--- src/rtl/bp_be_pkg.sv ---
// Shared types for the BE checker loop-inference scheduler: processor config
// selector, virtual-address width lookup and the scheduler state encoding.
// No logic; imported by the scheduler and its arbitration helpers.
package bp_be_pkg;

    typedef enum logic [0:0] {
        e_bp_default_cfg = 1'b0
    } bp_params_e;

    // Virtual-address width implied by a processor configuration.
    function automatic int bp_vaddr_width(bp_params_e cfg);
        int w;
        case (cfg)
            e_bp_default_cfg: w = 39;
            default:          w = 39;
        endcase
        return w;
    endfunction

    typedef enum logic [2:0] {
        e_sched_idle   = 3'd0,
        e_sched_launch = 3'd1,
        e_sched_wait   = 3'd2,
        e_sched_drain  = 3'd3,
        e_sched_flush  = 3'd4
    } bp_be_loop_sched_state_e;

endpackage

--- src/rtl/bp_be_loop_inference_sched_arb.sv ---
// Arbitration helpers: round-robin pick starting at an external pointer, and
// one-hot to index encoder. Purely combinational, zero latency, no backpressure.
// Ports: reqs_i/ptr_i -> grants_o (arbiter); i -> addr_o/v_o (encoder).
module bsg_arb_round_robin #(
    parameter int width_p = 4
) (
    input  logic [width_p-1:0]         reqs_i,
    input  logic [$clog2(width_p)-1:0] ptr_i,
    output logic [width_p-1:0]         grants_o
);
    localparam int idx_w_lp = $clog2(width_p);

    logic [idx_w_lp-1:0] idx;
    logic                found;

    // width_p is a power of two, so the index sum wraps naturally.
    always_comb begin
        grants_o = '0;
        found    = 1'b0;
        idx      = '0;
        for (int i = 0; i < width_p; i++) begin
            idx = ptr_i + idx_w_lp'(i);
            if (!found && reqs_i[idx]) begin
                grants_o[idx] = 1'b1;
                found         = 1'b1;
            end
        end
    end
endmodule

module bsg_encode_one_hot #(
    parameter int width_p = 4
) (
    input  logic [width_p-1:0]         i,
    output logic [$clog2(width_p)-1:0] addr_o,
    output logic                       v_o
);
    localparam int idx_w_lp = $clog2(width_p);

    always_comb begin
        addr_o = '0;
        for (int k = 0; k < width_p; k++) begin
            if (i[k]) addr_o = addr_o | idx_w_lp'(k);
        end
    end

    assign v_o = |i;
endmodule

--- src/rtl/bp_be_loop_inference_sched.sv ---
// Round-robin scheduler for the shared loop-inference engine: grants one
// striding-load detector at a time, sequences launch/confirm/result/timeout and
// returns one tagged result per grant. Grant 1 cycle after request; result 1
// cycle after engine valid or after the last WAIT cycle; result held until
// result_yumi_i, new grants stall while busy_o.
// Ports: req_* from detectors, *_discovery_o/striding_pc_o/iters_* to/from
// the engine, result_* to prefetch logic, busy_o while not idle.
module bp_be_loop_inference_sched
    import bp_be_pkg::*;
#(
    parameter bp_params_e bp_params_p    = e_bp_default_cfg,
    parameter int         num_req_p      = 4,
    parameter int         output_range_p = 8,
    parameter int         timeout_p      = 256
) (
    input  logic                                             clk_i,
    input  logic                                             reset_i,
    input  logic [num_req_p-1:0]                             req_v_i,
    input  logic [num_req_p*bp_vaddr_width(bp_params_p)-1:0] req_pc_i,
    input  logic [num_req_p-1:0]                             req_confirm_i,
    output logic [num_req_p-1:0]                             req_grant_o,
    output logic                                             start_discovery_o,
    output logic                                             confirm_discovery_o,
    output logic [bp_vaddr_width(bp_params_p)-1:0]           striding_pc_o,
    input  logic                                             iters_v_i,
    input  logic [output_range_p-1:0]                        iters_i,
    output logic                                             iters_yumi_o,
    output logic                                             result_v_o,
    output logic [$clog2(num_req_p)-1:0]                     result_id_o,
    output logic [output_range_p-1:0]                        result_iters_o,
    output logic                                             result_timeout_o,
    input  logic                                             result_yumi_i,
    output logic                                             busy_o
);
    localparam int vaddr_width_lp = bp_vaddr_width(bp_params_p);
    localparam int id_width_lp    = $clog2(num_req_p);
    localparam int timer_width_lp = $clog2(timeout_p);
    localparam logic [timer_width_lp-1:0] timer_last_lp = timer_width_lp'(timeout_p - 1);

    bp_be_loop_sched_state_e state_r, state_n;

    logic [id_width_lp-1:0]    ptr_r, owner_r;
    logic [vaddr_width_lp-1:0] pc_r;
    logic [timer_width_lp-1:0] timer_r;
    logic                      confirmed_r;
    logic [output_range_p-1:0] res_iters_r;
    logic                      res_timeout_r;
    // FLUSH bookkeeping: late engine answer discarded / result handed over.
    logic                      discarded_r;
    logic                      taken_r;

    logic [num_req_p-1:0]      arb_grants;
    logic [id_width_lp-1:0]    arb_idx;
    logic                      arb_v;
    logic [vaddr_width_lp-1:0] pc_sel;
    logic                      timer_expire;
    logic                      flush_done;

    bsg_arb_round_robin #(.width_p(num_req_p)) arb (
        .reqs_i   (req_v_i),
        .ptr_i    (ptr_r),
        .grants_o (arb_grants)
    );

    bsg_encode_one_hot #(.width_p(num_req_p)) enc (
        .i      (arb_grants),
        .addr_o (arb_idx),
        .v_o    (arb_v)
    );

    always_comb begin
        pc_sel = '0;
        for (int i = 0; i < num_req_p; i++) begin
            if (arb_idx == id_width_lp'(i)) pc_sel = req_pc_i[i*vaddr_width_lp +: vaddr_width_lp];
        end
    end

    assign timer_expire = (timer_r == timer_last_lp);
    // FLUSH exits once both the late answer and the result handoff are seen,
    // in either order or in the same cycle.
    assign flush_done   = (discarded_r | iters_v_i) & (taken_r | result_yumi_i);

    // State register
    always_ff @(posedge clk_i or posedge reset_i) begin
        if (reset_i) state_r <= e_sched_idle;
        else         state_r <= state_n;
    end

    // Next-state logic
    always_comb begin
        state_n = state_r;
        case (state_r)
            e_sched_idle:   if (arb_v) state_n = e_sched_launch;
            e_sched_launch: state_n = e_sched_wait;
            e_sched_wait: begin
                if (iters_v_i)         state_n = e_sched_drain;
                else if (timer_expire) state_n = confirmed_r ? e_sched_flush : e_sched_drain;
            end
            e_sched_drain:  if (result_yumi_i) state_n = e_sched_idle;
            e_sched_flush:  if (flush_done)    state_n = e_sched_idle;
            default:        state_n = e_sched_idle;
        endcase
    end

    // Output logic
    always_comb begin
        req_grant_o         = '0;
        start_discovery_o   = 1'b0;
        confirm_discovery_o = 1'b0;
        iters_yumi_o        = 1'b0;
        result_v_o          = 1'b0;
        case (state_r)
            e_sched_launch: begin
                start_discovery_o = 1'b1;
                req_grant_o       = num_req_p'(1) << owner_r;
            end
            e_sched_wait: begin
                confirm_discovery_o = req_confirm_i[owner_r] & ~confirmed_r;
                iters_yumi_o        = iters_v_i;
            end
            e_sched_drain:  result_v_o = 1'b1;
            e_sched_flush: begin
                result_v_o   = ~taken_r;
                iters_yumi_o = iters_v_i & ~discarded_r;
            end
            default: ;
        endcase
    end

    assign busy_o           = (state_r != e_sched_idle);
    assign striding_pc_o    = busy_o ? pc_r : '0;
    assign result_id_o      = result_v_o ? owner_r : '0;
    assign result_iters_o   = result_v_o ? res_iters_r : '0;
    assign result_timeout_o = result_v_o & res_timeout_r;

    // Datapath
    always_ff @(posedge clk_i or posedge reset_i) begin
        if (reset_i) begin
            ptr_r         <= '0;
            owner_r       <= '0;
            pc_r          <= '0;
            timer_r       <= '0;
            confirmed_r   <= 1'b0;
            res_iters_r   <= '0;
            res_timeout_r <= 1'b0;
            discarded_r   <= 1'b0;
            taken_r       <= 1'b0;
        end else begin
            case (state_r)
                e_sched_idle: begin
                    if (arb_v) begin
                        owner_r <= arb_idx;
                        pc_r    <= pc_sel;
                    end
                end
                e_sched_launch: begin
                    timer_r     <= '0;
                    confirmed_r <= 1'b0;
                    discarded_r <= 1'b0;
                    taken_r     <= 1'b0;
                end
                e_sched_wait: begin
                    // Saturate rather than wrap; expiry leaves WAIT anyway.
                    if (!timer_expire) timer_r <= timer_r + timer_width_lp'(1);
                    if (confirm_discovery_o) confirmed_r <= 1'b1;
                    if (iters_v_i) begin
                        res_iters_r   <= iters_i;
                        res_timeout_r <= 1'b0;
                    end else if (timer_expire) begin
                        res_iters_r   <= '0;
                        res_timeout_r <= 1'b1;
                    end
                end
                e_sched_drain: begin
                    if (result_yumi_i) ptr_r <= owner_r + id_width_lp'(1);
                end
                e_sched_flush: begin
                    if (iters_yumi_o)               discarded_r <= 1'b1;
                    if (result_v_o && result_yumi_i) taken_r    <= 1'b1;
                    if (flush_done) ptr_r <= owner_r + id_width_lp'(1);
                end
                default: ;
            endcase
        end
    end

endmodule

--- config.mk ---
export PLATFORM = sky130hd
export DESIGN_NAME = bp_be_loop_inference_sched
export DESIGN_NICKNAME = d
export VERILOG_FILES = /design/src/rtl/bp_be_pkg.sv /design/src/rtl/bp_be_loop_inference_sched_arb.sv /design/src/rtl/bp_be_loop_inference_sched.sv
export SDC_FILE = /design/constraint.sdc
export NUM_CORES = 1
export LEC_CHECK = 0
export BUFFER_PORTS_ARGS = -buffer_cell sky130_fd_sc_hd__buf_2
export CAP_MARGIN = 15
export CORE_MARGIN = 8
export CORE_UTILIZATION = 39
export CTS_CLUSTER_SIZE = 30
export DETAILED_ROUTE_END_ITERATION = 8
export PLACE_DENSITY = 0.71
export SYNTH_ARGS = -nofsm -noshare
export SYNTH_HDL_FRONTEND = slang
export SYNTH_HIERARCHICAL = 1
export SYNTH_SLANG_ARGS = --single-unit
--- constraint.sdc ---
create_clock -name clk_i -period 4.1 [get_ports clk_i]
set_input_delay 0.41 -clock clk_i [delete_from_list [all_inputs] [get_ports clk_i]]
set_output_delay 0.41 -clock clk_i [all_outputs]
set_load 0.01 [all_outputs]
==> flow_summary.yaml, run 1 <==
run_status:
  status: "finished, final reports clean"
detailed_routing:
  routed_wl_um: 14000
  drcViolationCount: 0
  drt-vias-per-instance: 5.31
  dr.pass1.iters: 5
  wire_per_inst_um: 19.0
  ant_nets: 0
  vias: 3907
  drt-initial-drc-count: 208
logic_synthesis:
  synthDistinctLibCells: 45
  syn_nets: 548
  yosys_warnings: 6
  ys_seq_area_frac: 0.367
  ys_async_sr_fraction: 1.00
  synth_area_leaders: "dfrtp_1, mux4_2, mux2_2, nor2b_1, mux2_4"
  yosysTopAreaCellShare: 0.367
  synthFlopType: "dfrtp_1"
  synth_edf_count: 0
  syn-cell-area_mm2: 0.00450
  syn_area_per_cell_um2: 12.5
  yosys.area.top_type: "dfrtp_1"
  synthCells: 361
  synth-seq-cells: 66
layout:
  seq_area_mm2: 0.00165
  areaGrowthSynthToFinish_pct: 34.5
  antenna_cells: 0
  utilization: 0.535
  final_area_mm2: 0.00605
  layout-drive-gt1-share: 0.589
  fillers: 984
  nets: 775
  multi_input_area_mm2: 0.00264
sta:
  fin_crit_ns: 3.57
  max_freq_mhz: 280
  post-route-period-util: 0.871
  fin_ws_ns: 0.527
  slew_viol_final: 0
  fin_tns_setup_ns: 0
  rsz0062_at_grt: "false"
  max_slew.worst_pin.slew_ns: 1.00
  setup_violations: 0
  fin_skew_ns: 0.00684
  finalHoldViolCount: 0
  slew_headroom: 0.324
placement:
  place_hpwl_um: 11300
  io_buffers: 234
  placed_area_mm2: 0.00576
  gp_congestion: 0.891
  place_ws_ns: 0.552
critical_path:
  path_cells: "inv_1 > ha_1 > mux4_2 > nor4b_4 > nand2_1 > o211ai_1 > or2_2 > buf_4 > mux4_2 > mux2_2"
  crit_type: "reg2reg"
  start_kind: "flop"
  end_kind: "flop"
  rrSetupSlack_ns: 0.53
  crit_top_cell: "mux4_2"
  slowest_stage: "mux4_2"
  regToRegStartpoint: "ptr_r[0]"
  critical_path.top_delay_family: "multiplexers"
  required_ns: 4.31
  critPathArrivalTime_ns: 3.79
  critPathBufInv: 2
  r2r_end: "pc_r[36]"
  cpPeakStageDelay_ns: 0.57
  critical_path.max_fanout: 24
  ff2ff_path_depth: 10
clock_tree:
  cts_tree: "done"
  cts_root_buffer: "clkbuf_16"
  cts-htree-levels: 3
  post_cts_buffers: 0
  insertion_delay_ns: 0.33
  cts_buffer_depth: 2
  numClockSinks: 66
  postCtsHoldBufs: 0
  cts-resized-gates: 0
  cts_made_buffers: 9
  clk_pin_slew_ns: 0.05
global_route:
  grt_max_degree: 41
  antenna_found_initial: 1
  grt_overflow: 0
  grtUsageTotal: 0.183
  grt_pass1_wl_um: 21600
  first_global_vias: 4348
floorplanning:
  start_util: 0.398
  die_h_um: 123
  dieArea_mm2: 0.0152
  io_pins: 235
  num_rows: 39
  core_area_mm2: 0.0113
  die_w_um: 123
pwr:
  power.internal_mw: 3.36
  combPwrFrac: 0.643
  sw_frac_of_total: 0.383
  leakagePower_nw: 2.95
  clkPwrFrac: 0.142
  ir_drop_mv: 0.604
  total_power_mw: 5.44
  seqPwrFrac: 0.215
  power_density_mw_per_mm2: 898
  p_sw_mw: 2.08
job:
  maxCapViolations: 0
worst_hold_path:
  hold_class: "in2async"
[flip-flops by register name (all words and copies together) (netlist names)]
| register | cells |
|---|---|
| discarded_r | 1 |
| res_timeout_r | 1 |
| timer_r | 8 |
| res_iters_r | 8 |
| state_r | 3 |
| pc_r | 39 |
| confirmed_r | 1 |
| ptr_r | 2 |
| owner_r | 2 |
| taken_r | 1 |
[cells by family after synthesis]
group,count (synthesis),share of synthesized area
DFF,66,0.367
muxes,87,0.337
buffers and inverters,42,0.0484
and+or+nand+nor,104,0.138
AOI/OAI and AO/OA,51,0.0787
adders and majority gates,11,0.0306
[cell type report]
type	count	area share
Clock buffer	14	0.0436
Clock inverter	2	0.00579
Inverter	17	0.0105
Multi-Input combinational cell	253	0.436
Sequential cell	66	0.273
Tap cell	143	0.0296
Timing Repair Buffer	241	0.202
[through the flow]
stage	hold slack, ns	instances
6_report	0.155	736
5_1_grt	0.212	736
4_1_cts	0.162	736
3_5_place_dp	0.475	720
3_3_place_gp	0.471	720
2_1_floorplan	0.450	361
[how the worst max path moves through the flow]
stage	depth (start not counted)	from	endpoint
after global routing	10	ptr_r[0]	pc_r[18]
final	10	ptr_r[0]	pc_r[36]
after CTS	10	ptr_r[0]	pc_r[36]
after global placement	10	ptr_r[0]	pc_r[28]
after detailed placement	10	ptr_r[0]	pc_r[22]
after floorplan	11	ptr_r[0]	pc_r[0]
[metal layers]
metal	routed length, µm	up-vias	share of wire	track usage
met5	11	-	0.00079	0
met4	140	2	0.010	0.0662
met3	1220	10	0.087	0.0644
met2	7200	194	0.52	0.315
met1	5390	1902	0.39	0.205
li1	-	1799	-	-
[power by group through the flow]
| stage | Clock (mW) | Combinational [mW] | Sequential (mW) |
|---|---|---|---|
| after floorplan | 0 | 2.78 | 1.09 |
| after global placement | 0 | 3.43 | 1.16 |
| after detailed placement | 0 | 3.54 | 1.18 |
| after CTS | 0.793 | 3.56 | 1.17 |
| after global routing | 0.826 | 3.79 | 1.21 |
| final | 0.772 | 3.49 | 1.17 |
[cell usage in the layout, fill, tap and decap left out, types with 3 or more instances in the layout]
master,Yosys,layout
a21o_2,4,4
a21oi_1,9,9
a22o_1,8,8
a31oi_1,3,3
and2_1,16,16
buf_2,9,234
buf_4,1,7
clkbuf_1,9,3
clkbuf_16,0,9
dfrtp_1,66,66
ha_1,11,11
inv_1,16,15
mux2_2,30,30
mux2_4,10,10
mux4_2,42,42
nand2_1,17,17
nand3_1,6,6
nor2_1,9,9
nor2b_1,39,39
o211ai_1,4,4
o21ai_0,9,9
o22ai_1,3,3
[synthesized netlist by cell type (2+ instances only)]
cell type / number
buf_2: 9
buf_6: 6
nor4b_4: 2
dfrtp_1: 66
and4_1: 2
a22o_1: 8
mux2i_1: 2
o22a_1: 2
or2_1: 2
a21oi_1: 9
inv_1: 16
mux2_2: 30
and2_1: 16
o211ai_1: 4
nor2b_1: 39
a311oi_1: 2
mux4_1: 2
mux4_2: 42
or4_1: 2
a31oi_1: 3
o22ai_1: 3
nor2_1: 9
o21ai_0: 9
nor3_1: 3
mux2_4: 10
ha_1: 11
and3_1: 2
nand2_1: 17
a21o_2: 4
clkbuf_1: 9
nand3_1: 6
Note: power is estimated with default switching activity, not from simulation.
==> inputs of run 2 (changes only) <==
--- a/config.mk
+++ b/config.mk
@@ -12,6 +12,7 @@
 export CTS_CLUSTER_SIZE = 30
 export DETAILED_ROUTE_END_ITERATION = 8
 export PLACE_DENSITY = 0.71
+export RECOVER_POWER = 100
 export SYNTH_ARGS = -nofsm -noshare
 export SYNTH_HDL_FRONTEND = slang
 export SYNTH_HIERARCHICAL = 1
==> flow_summary.yaml, run 2 (synthesis results as in run 1) <==
run_status:
  status: "complete, but fails checks"
  violations: "capacitance limit, slew limit"
pwr:
  sw_frac_of_total: 0.392
  leakagePower_nw: 2.75
  power_density_mw_per_mm2: 889
  clkPwrFrac: 0.146
  ir_drop_mv: 0.593
  seqPwrFrac: 0.221
  p_sw_mw: 2.07
  power.internal_mw: 3.21
  combPwrFrac: 0.633
layout:
  layout-drive-gt1-share: 0.491
  final_common_cell: "buf_2"
  areaGrowthSynthToFinish_pct: 31.9
  antenna_cells: 0
  top_regs: "pc_r x39, res_iters_r x8, timer_r x8"
  largest_register: "pc_r"
  nets: 775
  utilization: 0.525
  largest_reg_flops: 39
  layout_common_cells: "buf_2, dfrtp_1, clkbuf_1"
job:
  maxCapViolations: 2
worst_hold_path:
  hold_start: "iters_i[7]"
  hold_depth: 2
  hold_end: "res_iters_r[7]"
  hold_class: "in2reg"
critical_path:
  r2r_end: "pc_r[7]"
  end_kind: "flop"
  rrSetupSlack_ns: 0.37
  start_kind: "flop"
  crit_type: "reg2reg"
  critPathArrivalTime_ns: 3.94
  required_ns: 4.31
  regToRegStartpoint: "ptr_r[0]"
  critical_path.max_fanout: 16
  ff2ff_path_depth: 10
  startpoint: "ptr_r[0]"
clock_tree:
  cts_buffer_depth: 2
  cts_root_buffer: "clkbuf_16"
  insertion_delay_ns: 0.33
  cts-resized-gates: 0
  postCtsHoldBufs: 0
  post_cts_buffers: 0
  cts_tree: "done"
  numClockSinks: 66
  clk_pin_slew_ns: 0.05
  cts_made_buffers: 9
  cts-htree-levels: 3
global_route:
  first_global_vias: 4348
  grt_max_degree: 41
  grt_pass1_wl_um: 21600
  grtUsageTotal: 0.183
  grt_overflow: 0
  antenna_found_initial: 1
detailed_routing:
  dr.pass1.iters: 4
  drcViolationCount: 0
  drt-initial-drc-count: 205
  vias: 3893
  ant_nets: 0
  drt-vias-per-instance: 5.29
  routed_wl_um: 13900
  wire_per_inst_um: 18.9
placement:
  place_hpwl_um: 11300
  place_ws_ns: 0.552
  io_buffers: 234
  gp_congestion: 0.891
sta:
  post-route-period-util: 0.909
  fin_crit_ns: 3.73
  max_slew.worst_pin.slew_ns: 2.05
  fin_tns_setup_ns: 0
  rsz0062_at_grt: "false"
  fin_skew_ns: 0.00648
  fin_ws_ns: 0.374
  slew_viol_final: 79
  max_freq_mhz: 268
  fin_hold_ws_ns: 0.308
  finalHoldViolCount: 0
  setup_violations: 0
  slew_headroom: -0.367
floorplanning:
  dieArea_mm2: 0.0152
  core_area_mm2: 0.0113
  die_w_um: 123
  num_rows: 39
  die_h_um: 123
  io_pins: 235
  start_util: 0.398
run 2: metal layers:
| layer | track usage | share of wire |
|---|---|---|
| met1 | 0.205 | 0.39 |
| met2 | 0.315 | 0.51 |
| met3 | 0.0644 | 0.083 |
| met4 | 0.0662 | 0.013 |
| met5 | 0 | 0.00079 |
run 2: area by class of cell:
| class | count | area, µm² |
|---|---|---|
| inverter | 17 | 63.8 |
| tap | 143 | 179 |
| sequential | 66 | 1650 |
| timing repair buffer | 241 | 1150 |
| clock buffer | 14 | 264 |
| clock inverter | 2 | 35.0 |
| fill | 1018 | 5380 |
| multi-input combinational | 253 | 2590 |
run 2: worst max-delay path, cell delays in order (launching register included):
cell and delay [ns]:
dfrtp_1 0.53, inv_1 0.14, ha_1 0.35, mux4_2 0.39, nor4b_4 0.37, nand2_1 0.11, o211ai_1 0.15, or2_2 0.17
clkbuf_2 0.48, mux4_2 0.59, mux2_1 0.31
run 2: power by group through the flow:
stage	Sequential (mW)	Clock (mW)	Combinational, mW
6_report	1.17	0.771	3.34
5_1_grt	1.21	0.826	3.63
4_1_cts	1.17	0.793	3.56
3_5_place_dp	1.18	0	3.54
3_3_place_gp	1.16	0	3.43
2_1_floorplan	1.09	0	2.78
run 2: how the worst max path moves through the flow:
stage,depth (start not counted),to,slack (ns)
after CTS,10,pc_r[36],0.54
after global placement,10,pc_r[28],0.74
final,10,pc_r[7],0.37
after global routing,10,pc_r[7],0.16
after floorplan,11,pc_r[0],0.85
after detailed placement,10,pc_r[22],0.55
run 2: stage by stage:
stage               instance area [µm²]  total power, mW  cells
floorplan                          4500             3.87    361
global placement                   5760             4.59    720
detailed placement                 5760             4.72    720
CTS                                6050             5.52    736
global route                       5940             5.66    736
finish                             5940             5.28    736
